## src/rtl/pulse_sequencer_if.sv

```systemverilog
// pulse_sequencer_if: pulse-parameter registers in, RF/inhibit/sync gates out
interface pulse_sequencer_if;
  logic [31:0] per;
  logic [7:0] nut_w, cp, p_bl;
  logic [15:0] nut_d, p1wid, del, p2wid;
  logic bl, pulse, inhib, sync;
  modport master(output per, nut_w, nut_d, p1wid, del, p2wid, cp, bl, p_bl, input pulse, inhib, sync);
  modport slave(input per, nut_w, nut_d, p1wid, del, p2wid, cp, bl, p_bl, output pulse, inhib, sync);
endinterface

```

## src/rtl/pulse_sequencer.sv

```systemverilog
// pulse_sequencer: repeating spin-echo / CPMG pulse train with per-period parameter snapshot
module pulse_sequencer #(
  parameter int MIN_PER = 2
) (
  input logic clk,
  input logic resetn,
  pulse_sequencer_if.slave bus
);
  localparam logic [2:0] IDLE = 3'd0, NUT = 3'd1, NGAP = 3'd2, P1 = 3'd3, GAP1 = 3'd4, P2 = 3'd5, CGAP = 3'd6;
  logic run, s_bl, e_bl, wrap, adv, pulse_r, pulse_n, inhib_r, sync_r;
  logic [31:0] pcnt, pcnt_n, s_per, e_per, per_s, per_e;
  logic [15:0] s_nut_d, s_p1wid, s_del, s_p2wid, e_nut_d, e_p1wid, e_del, e_p2wid;
  logic [7:0] s_nut_w, s_cp, s_p_bl, e_nut_w, e_cp, e_p_bl, rep, r, bc, bc_n;
  logic [2:0] st, nx;
  logic [16:0] cnt, len;
  assign per_s = (s_per < 32'(MIN_PER)) ? 32'(MIN_PER) : s_per;
  assign wrap = !run || pcnt == per_s - 32'd1;
  // on the snapshot edge the new train is planned straight from the inputs being captured
  assign e_per = wrap ? bus.per : s_per;
  assign e_nut_w = wrap ? bus.nut_w : s_nut_w;
  assign e_nut_d = wrap ? bus.nut_d : s_nut_d;
  assign e_p1wid = wrap ? bus.p1wid : s_p1wid;
  assign e_del = wrap ? bus.del : s_del;
  assign e_p2wid = wrap ? bus.p2wid : s_p2wid;
  assign e_cp = wrap ? bus.cp : s_cp;
  assign e_bl = wrap ? bus.bl : s_bl;
  assign e_p_bl = wrap ? bus.p_bl : s_p_bl;
  assign per_e = (e_per < 32'(MIN_PER)) ? 32'(MIN_PER) : e_per;
  assign pcnt_n = wrap ? 32'd0 : pcnt + 32'd1;
  assign adv = wrap || (st != IDLE && cnt == 17'd1);
  // rep counts P2 entries still owed, including the one in progress
  always_comb begin
    nx = wrap ? NUT : !adv ? st : st == P2 ? (rep > 8'd1 ? CGAP : IDLE) : st == CGAP ? P2 : st == IDLE ? IDLE : st + 3'd1;
    r = (!wrap && adv && st == P2) ? rep - 8'd1 : rep;
    if (nx == NUT && e_nut_w == 8'd0) nx = P1;
    if (nx == NGAP && e_nut_d == 16'd0) nx = P1;
    if (nx == P1 && e_p1wid == 16'd0) nx = GAP1;
    if (nx == GAP1) r = e_cp;
    if (nx == GAP1 && (e_cp == 8'd0 || e_del == 16'd0)) nx = e_cp == 8'd0 ? IDLE : P2;
    if (nx == P2 && e_p2wid == 16'd0) begin
      nx = (r > 8'd1 && e_del != 16'd0) ? CGAP : IDLE;
      r = r - 8'd1;
    end
    if (nx == CGAP && e_del == 16'd0) nx = e_p2wid != 16'd0 ? P2 : IDLE;
    len = nx == NUT ? 17'(e_nut_w) : nx == NGAP ? 17'(e_nut_d) : nx == P1 ? 17'(e_p1wid) :
          nx == GAP1 ? 17'(e_del) : nx == P2 ? 17'(e_p2wid) : nx == CGAP ? {e_del, 1'b0} : 17'd0;
  end
  // the last cycle of every period is forced low so a truncated train always shows a falling edge
  assign pulse_n = (nx == NUT || nx == P2 || (nx == P1 && e_bl)) && pcnt_n != per_e - 32'd1;
  assign bc_n = (pulse_r && !pulse_n) ? e_p_bl : bc - 8'(bc != 8'd0);
  always_ff @(posedge clk or negedge resetn)
    if (!resetn) begin
      {run, pcnt, st, cnt, rep, bc, pulse_r, inhib_r, sync_r} <= '0;
      {s_per, s_nut_w, s_nut_d, s_p1wid, s_del, s_p2wid, s_cp, s_bl, s_p_bl} <= '0;
    end else begin
      run <= 1'b1;
      pcnt <= pcnt_n;
      st <= nx;
      cnt <= adv ? len : cnt - 17'd1;
      rep <= r;
      bc <= bc_n;
      pulse_r <= pulse_n;
      inhib_r <= pulse_n || bc_n != 8'd0;
      sync_r <= wrap;
      if (wrap) {s_per, s_nut_w, s_nut_d, s_p1wid, s_del, s_p2wid, s_cp, s_bl, s_p_bl} <=
        {bus.per, bus.nut_w, bus.nut_d, bus.p1wid, bus.del, bus.p2wid, bus.cp, bus.bl, bus.p_bl};
    end
  assign bus.pulse = pulse_r;
  assign bus.inhib = inhib_r;
  assign bus.sync = sync_r;
endmodule

```

## src/flat_wrapper.sv

```systemverilog
// flat-port wrapper written by rule: the top's interface ports become plain ports
module pulse_sequencer_flat 
#(
  parameter int MIN_PER = 2
)
  (clk, resetn, bus_per, bus_nut_w, bus_nut_d, bus_p1wid, bus_del, bus_p2wid, bus_cp, bus_bl, bus_p_bl, bus_pulse, bus_inhib, bus_sync);
  pulse_sequencer_if bus_i ();
  input logic clk;
  input logic resetn;
  input wire logic [$bits(bus_i.per)-1:0] bus_per;
  input wire logic [$bits(bus_i.nut_w)-1:0] bus_nut_w;
  input wire logic [$bits(bus_i.nut_d)-1:0] bus_nut_d;
  input wire logic [$bits(bus_i.p1wid)-1:0] bus_p1wid;
  input wire logic [$bits(bus_i.del)-1:0] bus_del;
  input wire logic [$bits(bus_i.p2wid)-1:0] bus_p2wid;
  input wire logic [$bits(bus_i.cp)-1:0] bus_cp;
  input wire logic [$bits(bus_i.bl)-1:0] bus_bl;
  input wire logic [$bits(bus_i.p_bl)-1:0] bus_p_bl;
  output wire logic [$bits(bus_i.pulse)-1:0] bus_pulse;
  output wire logic [$bits(bus_i.inhib)-1:0] bus_inhib;
  output wire logic [$bits(bus_i.sync)-1:0] bus_sync;
  assign bus_i.per = bus_per;
  assign bus_i.nut_w = bus_nut_w;
  assign bus_i.nut_d = bus_nut_d;
  assign bus_i.p1wid = bus_p1wid;
  assign bus_i.del = bus_del;
  assign bus_i.p2wid = bus_p2wid;
  assign bus_i.cp = bus_cp;
  assign bus_i.bl = bus_bl;
  assign bus_i.p_bl = bus_p_bl;
  assign bus_pulse = bus_i.pulse;
  assign bus_inhib = bus_i.inhib;
  assign bus_sync = bus_i.sync;
  pulse_sequencer #(.MIN_PER(MIN_PER)) u_core (.clk(clk), .resetn(resetn), .bus(bus_i));
endmodule
```

## config.mk

```make
export PLATFORM = sky130hd
export DESIGN_NAME = pulse_sequencer_flat
export DESIGN_NICKNAME = d
export VERILOG_FILES = /design/src/rtl/pulse_sequencer_if.sv /design/src/rtl/pulse_sequencer.sv /design/src/flat_wrapper.sv
export SDC_FILE = /design/constraint.sdc
export NUM_CORES = 1
export LEC_CHECK = 0
export BUFFER_PORTS_ARGS = -buffer_cell sky130_fd_sc_hd__buf_4
export CAP_MARGIN = 20
export CORE_ASPECT_RATIO = 1.4
export CORE_MARGIN = 3
export CORE_UTILIZATION = 35
export CTS_CLUSTER_DIAMETER = 60
export DETAILED_ROUTE_END_ITERATION = 8
export GPL_TIMING_DRIVEN = 0
export PLACE_DENSITY = 0.56
export SYNTH_ARGS = -nofsm -noshare
export SYNTH_HDL_FRONTEND = slang
export SYNTH_SLANG_ARGS = --single-unit
```

## constraint.sdc

```tcl
create_clock -name clk -period 7.4 [get_ports clk]
set_clock_uncertainty 0.2 [all_clocks]
set_input_delay 2.22 -clock clk [delete_from_list [all_inputs] [get_ports clk]]
set_output_delay 2.22 -clock clk [all_outputs]
set_load 0.01 [all_outputs]
```

# After elaboration in Yosys (flattened, before gate mapping)
# Cells that the tools add are included.
# totals
ff_bits	193
in_bits	123
output_inout_bits	3
# op_classes
addsub	8
magnitude_cmp	4
n_eq_ne	17
n_mux	38
reduce_logical	34
# op_table
op	count
$mux W32	4
$mux W17	7
$logic_not A16 Y1	4
$lt A32 B2 Y1 const B	2
$mux W16	4
$sub A32 B1 Y32 const B	2
$mux W8	7
$mux W3	15
$add A32 B1 Y32 const B	1
$eq A32 B32 Y1	1
$ne A32 B32 Y1	1
$reduce_bool A16 Y1	2
$eq A3 B3 Y1 const B	8
$eq A17 B1 Y1 const B	1
$sub A17 B1 Y17 const B	1
$gt A8 B1 Y1 const B	2
$logic_not A8 Y1	2
$reduce_bool A8 Y1	2
$sub A8 B1 Y8 const B	2
$logic_and A1 B1 Y1	13
$eq A3 B2 Y1 const B	4
$sub A8 B1 Y8	1
$eq A3 B1 Y1 const B	2
$logic_or A1 B1 Y1	6
other kinds (5)	7

# Depth between registers and ports, before layout
# depth
depth_word	35
ltp_mapped	36

# Least setup slack after synthesis
# No wires, ideal clock.
# synth_timing
path_type	reg2reg
from	register u_core.s_per[10]
to	register u_core.bc[0]
setup_time_ps	138
arrival_ps	7346
slack_ps	-283
stages_incl_launch_ff	36
path_buffers	8
synth_period_minus_slack_ps	7683
cell_sequence	dfrtp_1 -> buf_6 -> nor4_4 -> nand2_2 -> nor3_1 -> nor2_1 -> ha_1 -> nor2b_1 -> and3_1 -> or3_1 -> a32o_1 -> or4_4 -> nor4_4 -> a21oi_4 -> buf_6 -> buf_6 -> buf_4 -> buf_6 -> buf_2 -> buf_2 -> buf_2 -> nand2_1 -> nand2_1 -> nor2b_1 -> ha_1 -> and3_1 -> a21oi_1 -> mux2_2 -> a211oi_1 -> o2111ai_1 -> mux2i_1 -> nor4bb_1 -> nand4_1 -> a2111oi_4 -> a41oi_4 -> mux2i_1
# synth_lines
element	line	source
start, declared	pulse_sequencer.sv:11	logic [31:0] pcnt, pcnt_n, s_per, e_per, per_s, per_e;
start signal, assigned	pulse_sequencer.sv:65	if (wrap) {s_per, s_nut_w, s_nut_d, s_p1wid, s_del, s_p2wid, s_cp, s_bl, s_p_bl} <=
$lt A32 B2 Y1	pulse_sequencer.sv:16	assign per_s = (s_per < 32'(MIN_PER)) ? 32'(MIN_PER) : s_per;
$mux W32 (*)	pulse_sequencer.sv:16	
$sub A32 B1 Y32 (*)	pulse_sequencer.sv:17	assign wrap = !run || pcnt == per_s - 32'd1;
$eq A32 B32 Y1 (*)	pulse_sequencer.sv:17	
$logic_or A1 B1 Y1 (*)	pulse_sequencer.sv:17	
$mux W32 (*)	pulse_sequencer.sv:19	assign e_per = wrap ? bus.per : s_per;
named net u_core.e_per[1]	pulse_sequencer.sv:11	
$lt A32 B2 Y1	pulse_sequencer.sv:28	assign per_e = (e_per < 32'(MIN_PER)) ? 32'(MIN_PER) : e_per;
$mux W32 (*)	pulse_sequencer.sv:28	
$sub A32 B1 Y32 (*)	pulse_sequencer.sv:49	assign pulse_n = (nx == NUT || nx == P2 || (nx == P1 && e_bl)) && pcnt_n != per_e - 32'd1;
$ne A32 B32 Y1 (*)	pulse_sequencer.sv:49	
$logic_and A1 B1 Y1 (*)	pulse_sequencer.sv:49	
$logic_not A1 Y1 (*)	pulse_sequencer.sv:50	assign bc_n = (pulse_r && !pulse_n) ? e_p_bl : bc - 8'(bc != 8'd0);
$logic_and A1 B1 Y1 (*)	pulse_sequencer.sv:50	
$mux W8 (*)	pulse_sequencer.sv:50	
named net u_core.bc_n[0]	pulse_sequencer.sv:13	logic [7:0] s_nut_w, s_cp, s_p_bl, e_nut_w, e_cp, e_p_bl, rep, r, bc, bc_n;
end signal, assigned	pulse_sequencer.sv:61	bc <= bc_n;
end, declared	pulse_sequencer.sv:13	
# Mark *: on every way through the listed nets, which the timed path passes. The rest lies on a longest branch.

# Worst setup path after layout
# layout_timing
from	register u_core.s_per[2]
to	register u_core.bc[1]
# layout_via
elab_chain_cells	33
# layout_rtl
element	line	source
$lt A32 B2 Y1	pulse_sequencer.sv:16	
$mux W32	pulse_sequencer.sv:16	
$sub A32 B1 Y32	pulse_sequencer.sv:17	
$eq A32 B32 Y1	pulse_sequencer.sv:17	
$logic_or A1 B1 Y1	pulse_sequencer.sv:17	
$logic_or A1 B1 Y1	pulse_sequencer.sv:30	assign adv = wrap || (st != IDLE && cnt == 17'd1);
$mux W3 (2 in a row)	pulse_sequencer.sv:33	nx = wrap ? NUT : !adv ? st : st == P2 ? (rep > 8'd1 ? CGAP : IDLE) : st == CGAP ? P2 : st == IDLE ? IDLE : st ...
$eq A3 B1 Y1	pulse_sequencer.sv:35	if (nx == NUT && e_nut_w == 8'd0) nx = P1;
[... 17 more ...]	n/a	
$eq A3 B1 Y1 (tied with other cells)	pulse_sequencer.sv:49	
$logic_or A1 B1 Y1 or $logic_and A1 B1 Y1 (tied branches)	pulse_sequencer.sv:49	
$logic_or A1 B1 Y1	pulse_sequencer.sv:49	
$logic_and A1 B1 Y1	pulse_sequencer.sv:49	
$logic_not A1 Y1	pulse_sequencer.sv:50	
$logic_and A1 B1 Y1	pulse_sequencer.sv:50	
$mux W8 (*)	pulse_sequencer.sv:50	
named net u_core.bc_n[1]	pulse_sequencer.sv:13	
# Marks and branches as above.

==> reports/results.ini <==
[status]
status=finished with violations
violations=DRC

[cts]
cts_tree=built
insertion_delay_ns=0.48
clock-sinks=193
cts_hold_buf=0
root_buffer=clkbuf_16
cts_buffers=17
max-clock-path-buffers=2
h-tree-depth=4
path_clk_slew_ns=0.08

[critical_path]
required_ns=7.54
crit_path_frequent_cell=mux2i_1
reg2reg_to=u_core.bc[1]
cp-start-kind=flip-flop
startpoint=u_core.s_per[2]
reg2reg_depth=24
r2r-start=u_core.s_per[2]
ff2ff_setup_slack_ns=0.18
arrival_ns=7.36
cp-end-kind=flip-flop
crit_end=u_core.bc[1]
crit_fanout=8
worstPathCellList=nor3_1 -> and4_1 -> clkbuf_2 -> nand2_1 -> nor4_1 -> o22ai_2 -> nor4_4 -> a21oi_4 -> clkinv_4 -> buf_8 -> mux2_4 -> nor2b_4 -> ha_4 -> xor2_1 -> o221ai_2 -> a211oi_4 -> o2111ai_2 -> mux2i_1 -> nor4bb_2 -> nand4_1 -> a2111oi_4 -> buf_4 -> a41oi_4 -> mux2i_1
critPathKind=reg2reg
critPathSlowestCell=nor3_1
slowest_delay_ns=1.01

[routing]
drc=2
post_drt_wl_per_cell_um=23.2
final_antenna_net_count=0
postRouteWirelength_um=55700
drt_pass1_iterations=9
drtIter0Drc=1022
viasPerCell=5.69
vias=13700

[yosys]
yosysSeqAreaShare_pct=34.6
synth_edf_count=0
ys_types=101
netlist_area_mm2=0.0140
postSynthAreaPerCell_um2=8.30
synth_ff_type=dfrtp_1
async_flop_share_pct=100
syn_inst=1683
synth_fp_nets=1821
synth_seq_cells=193
yosysWarnings=0

[timing]
period_needed_ns=7.22
worst_slack_ns=0.175
maxSlewHeadroom_pct=19.1
fin_crit_sh_pct=97.6
final_max_slew_viol_count=0
setup_viol=0
max_freq_ghz=0.138
worstMarginPinSlew_ns=1.20
hold_violations=0

[floorplan]
start_util_pct=35.5
placement_rows=86
fp.dieArea_mm2=0.0424
die_h_um=242
die_x_um=175
io_pins=126
design.core.area_mm2=0.0394

[finish]
layout.nets=2002
num-fill-cells=4028
drive_gt1_share_pct=19.1
multi_input_area_mm2=0.00876
antennaDiodeCount=0
synthToLayoutAreaGrowth_pct=20.8
layoutNonFillerInstCount=2405
seq_area_mm2=0.00484

[min_path]
whs_path_depth=2
hold_path.class=reg2reg

[run]
drv_cap=0

[global_route]
grt_pass1_vias=13900
grt_first_pass_wirelength_um=83100
grt_overflow_total=0
antenna_found_initial=0
grt_max_degree=104
grt_usage_pct=25.9

[pwr]
ir_drop_mv=0.179
p_per_area_mw_per_mm2=180
p_leak_nw=7.44

[placed_design]
pre_cts_slack_ns=-2.44
placed_cells=2336
gp_congestion=1.02
dp_hpwl_um=43400
io_buffer_count=123

worst min path at each step:
stage,endpoint,startpoint,slack [ns]
floorplan,u_core.s_nut_w[5],u_core.s_nut_w[5],0.25
global placement,u_core.s_nut_w[0],u_core.s_nut_w[0],0.28
detailed placement,u_core.s_p2wid[8],u_core.s_p2wid[8],0.28
CTS,u_core.s_nut_w[2],u_core.s_nut_w[2],0.30
global route,u_core.s_nut_w[6],u_core.s_nut_w[6],0.32
finish,u_core.s_nut_w[2],u_core.s_nut_w[2],0.31
state kept, by name, indices dropped and copies added (netlist names):
name	count
u_core.pcnt	32
u_core.s_per	32
u_core.cnt	17
u_core.s_del	16
u_core.s_nut_d	16
u_core.s_p1wid	16
u_core.s_p2wid	16
u_core.bc	8
u_core.rep	8
u_core.s_cp	8
u_core.s_nut_w	8
u_core.s_p_bl	8
u_core.st	3
u_core.bus.inhib	1
u_core.bus.pulse	1
u_core.bus.sync	1
u_core.run	1
u_core.s_bl	1
metrics by stage:
stage,power (mW),area [um^2],setup TNS (ns),hold slack [ns],utilization (%)
after floorplan,1.72,14000,0,0.245,-
after global placement,2.00,15600,-27.17,0.278,39.7
after detailed placement,2.01,15700,-26.12,0.277,39.8
after CTS,3.03,16700,0,0.301,42.4
after global routing,3.18,16900,-0.223,0.325,42.8
final,3.03,16900,0,0.306,42.8
synth_stat cells, types with 9 or more instances:
cell type | number | area (um^2)
clkbuf_1 | 33 | 124
buf_2 | 30 | 150
and4_1 | 12 | 105
and3_1 | 19 | 119
buf_1 | 9 | 33.8
a21oi_1 | 31 | 155
nand4_1 | 30 | 188
a21o_1 | 9 | 67.6
inv_1 | 42 | 158
nor2b_1 | 13 | 81.3
nand3_1 | 52 | 260
o31ai_1 | 9 | 67.6
nor3_1 | 38 | 190
xnor2_1 | 76 | 666
o21ai_0 | 27 | 135
or3_1 | 15 | 93.8
nor4_1 | 65 | 407
nand2b_1 | 13 | 81.3
and2_1 | 27 | 169
nand2_1 | 399 | 1500
or4_1 | 20 | 150
dfrtp_1 | 193 | 4830
a221oi_1 | 16 | 140
mux2i_1 | 54 | 541
mux2_2 | 16 | 180
o211ai_1 | 21 | 158
ha_1 | 15 | 188
xor2_1 | 63 | 552
nor2_1 | 155 | 582
worst max-delay path, delay by kind of cell (launching register included):
kind / cells / cell delay (ns)
AND/OR/NAND/NOR: 8 / 3.03
buffers and inverters: 4 / 0.63
XOR/XNOR: 1 / 0.16
flip-flops: 1 / 0.51
adder cells (fa/ha/maj): 1 / 0.27
multiplexers: 3 / 0.70
AO/OA/AOI/OAI: 7 / 1.57
layout by cell type (no fill, tap or decap), types with 13 or more instances in the layout:
master	netlist	routed
a21oi_1	31	30
a221oi_1	16	16
and2_1	27	27
and3_1	19	17
buf_2	30	21
buf_4	1	176
clkbuf_1	33	22
clkbuf_16	0	18
dfrtp_1	193	182
ha_1	15	13
inv_1	42	42
mux2_2	16	14
mux2i_1	54	54
nand2_1	399	395
nand2b_1	13	13
nand3_1	52	51
nand4_1	30	30
nor2_1	155	153
nor3_1	38	35
nor4_1	65	64
o211ai_1	21	21
o21ai_0	27	27
or3_1	15	15
or4_1	20	20
xnor2_1	76	76
xor2_1	63	63
what timing repair did:
item,in CTS,in global routing
gates cloned,0,1
pin swaps,24,2
buffers inserted,39,17
resized for setup,42,33
endpoints found under the hold margin,0,0
endpoints found under the setup margin,47,10
cell type report:
| cell class | instances | area share (%) |
|---|---|---|
| clock inverter | 15 | 1.03 |
| clock buffer | 17 | 2.52 |
| buffer | 64 | 2.37 |
| inverter | 43 | 0.986 |
| sequential | 193 | 28.7 |
| timing repair buffer | 182 | 8.54 |
| multi-input combinational | 1363 | 51.9 |
| tap | 528 | 3.92 |
power by group:
| part | leakage [nW] | switching [mW] | internal, mW | total [mW] |
|---|---|---|---|---|
| Clock | 0.292 | 0.499 | 0.482 | 0.981 |
| Sequential | 2.37 | 0.108 | 1.16 | 1.26 |
| Combinational | 4.78 | 0.469 | 0.317 | 0.787 |
layer usage:
layer  GRT usage [%]  part of all wire, %
met5               0                    0
met1            27.8                   36
met3            3.15                  4.4
met2            46.6                   51
met4            18.7                  8.2
cell families after synthesis:
family,share of synthesized area (%)
compound gates,13.1
buf+inv,4.41
fa+ha+maj,1.34
other cells,0.0268
simple gates,31.6
mux,6.27
flops,34.6
xor+xnor,8.71
Power figures use the tool's default switching activity.
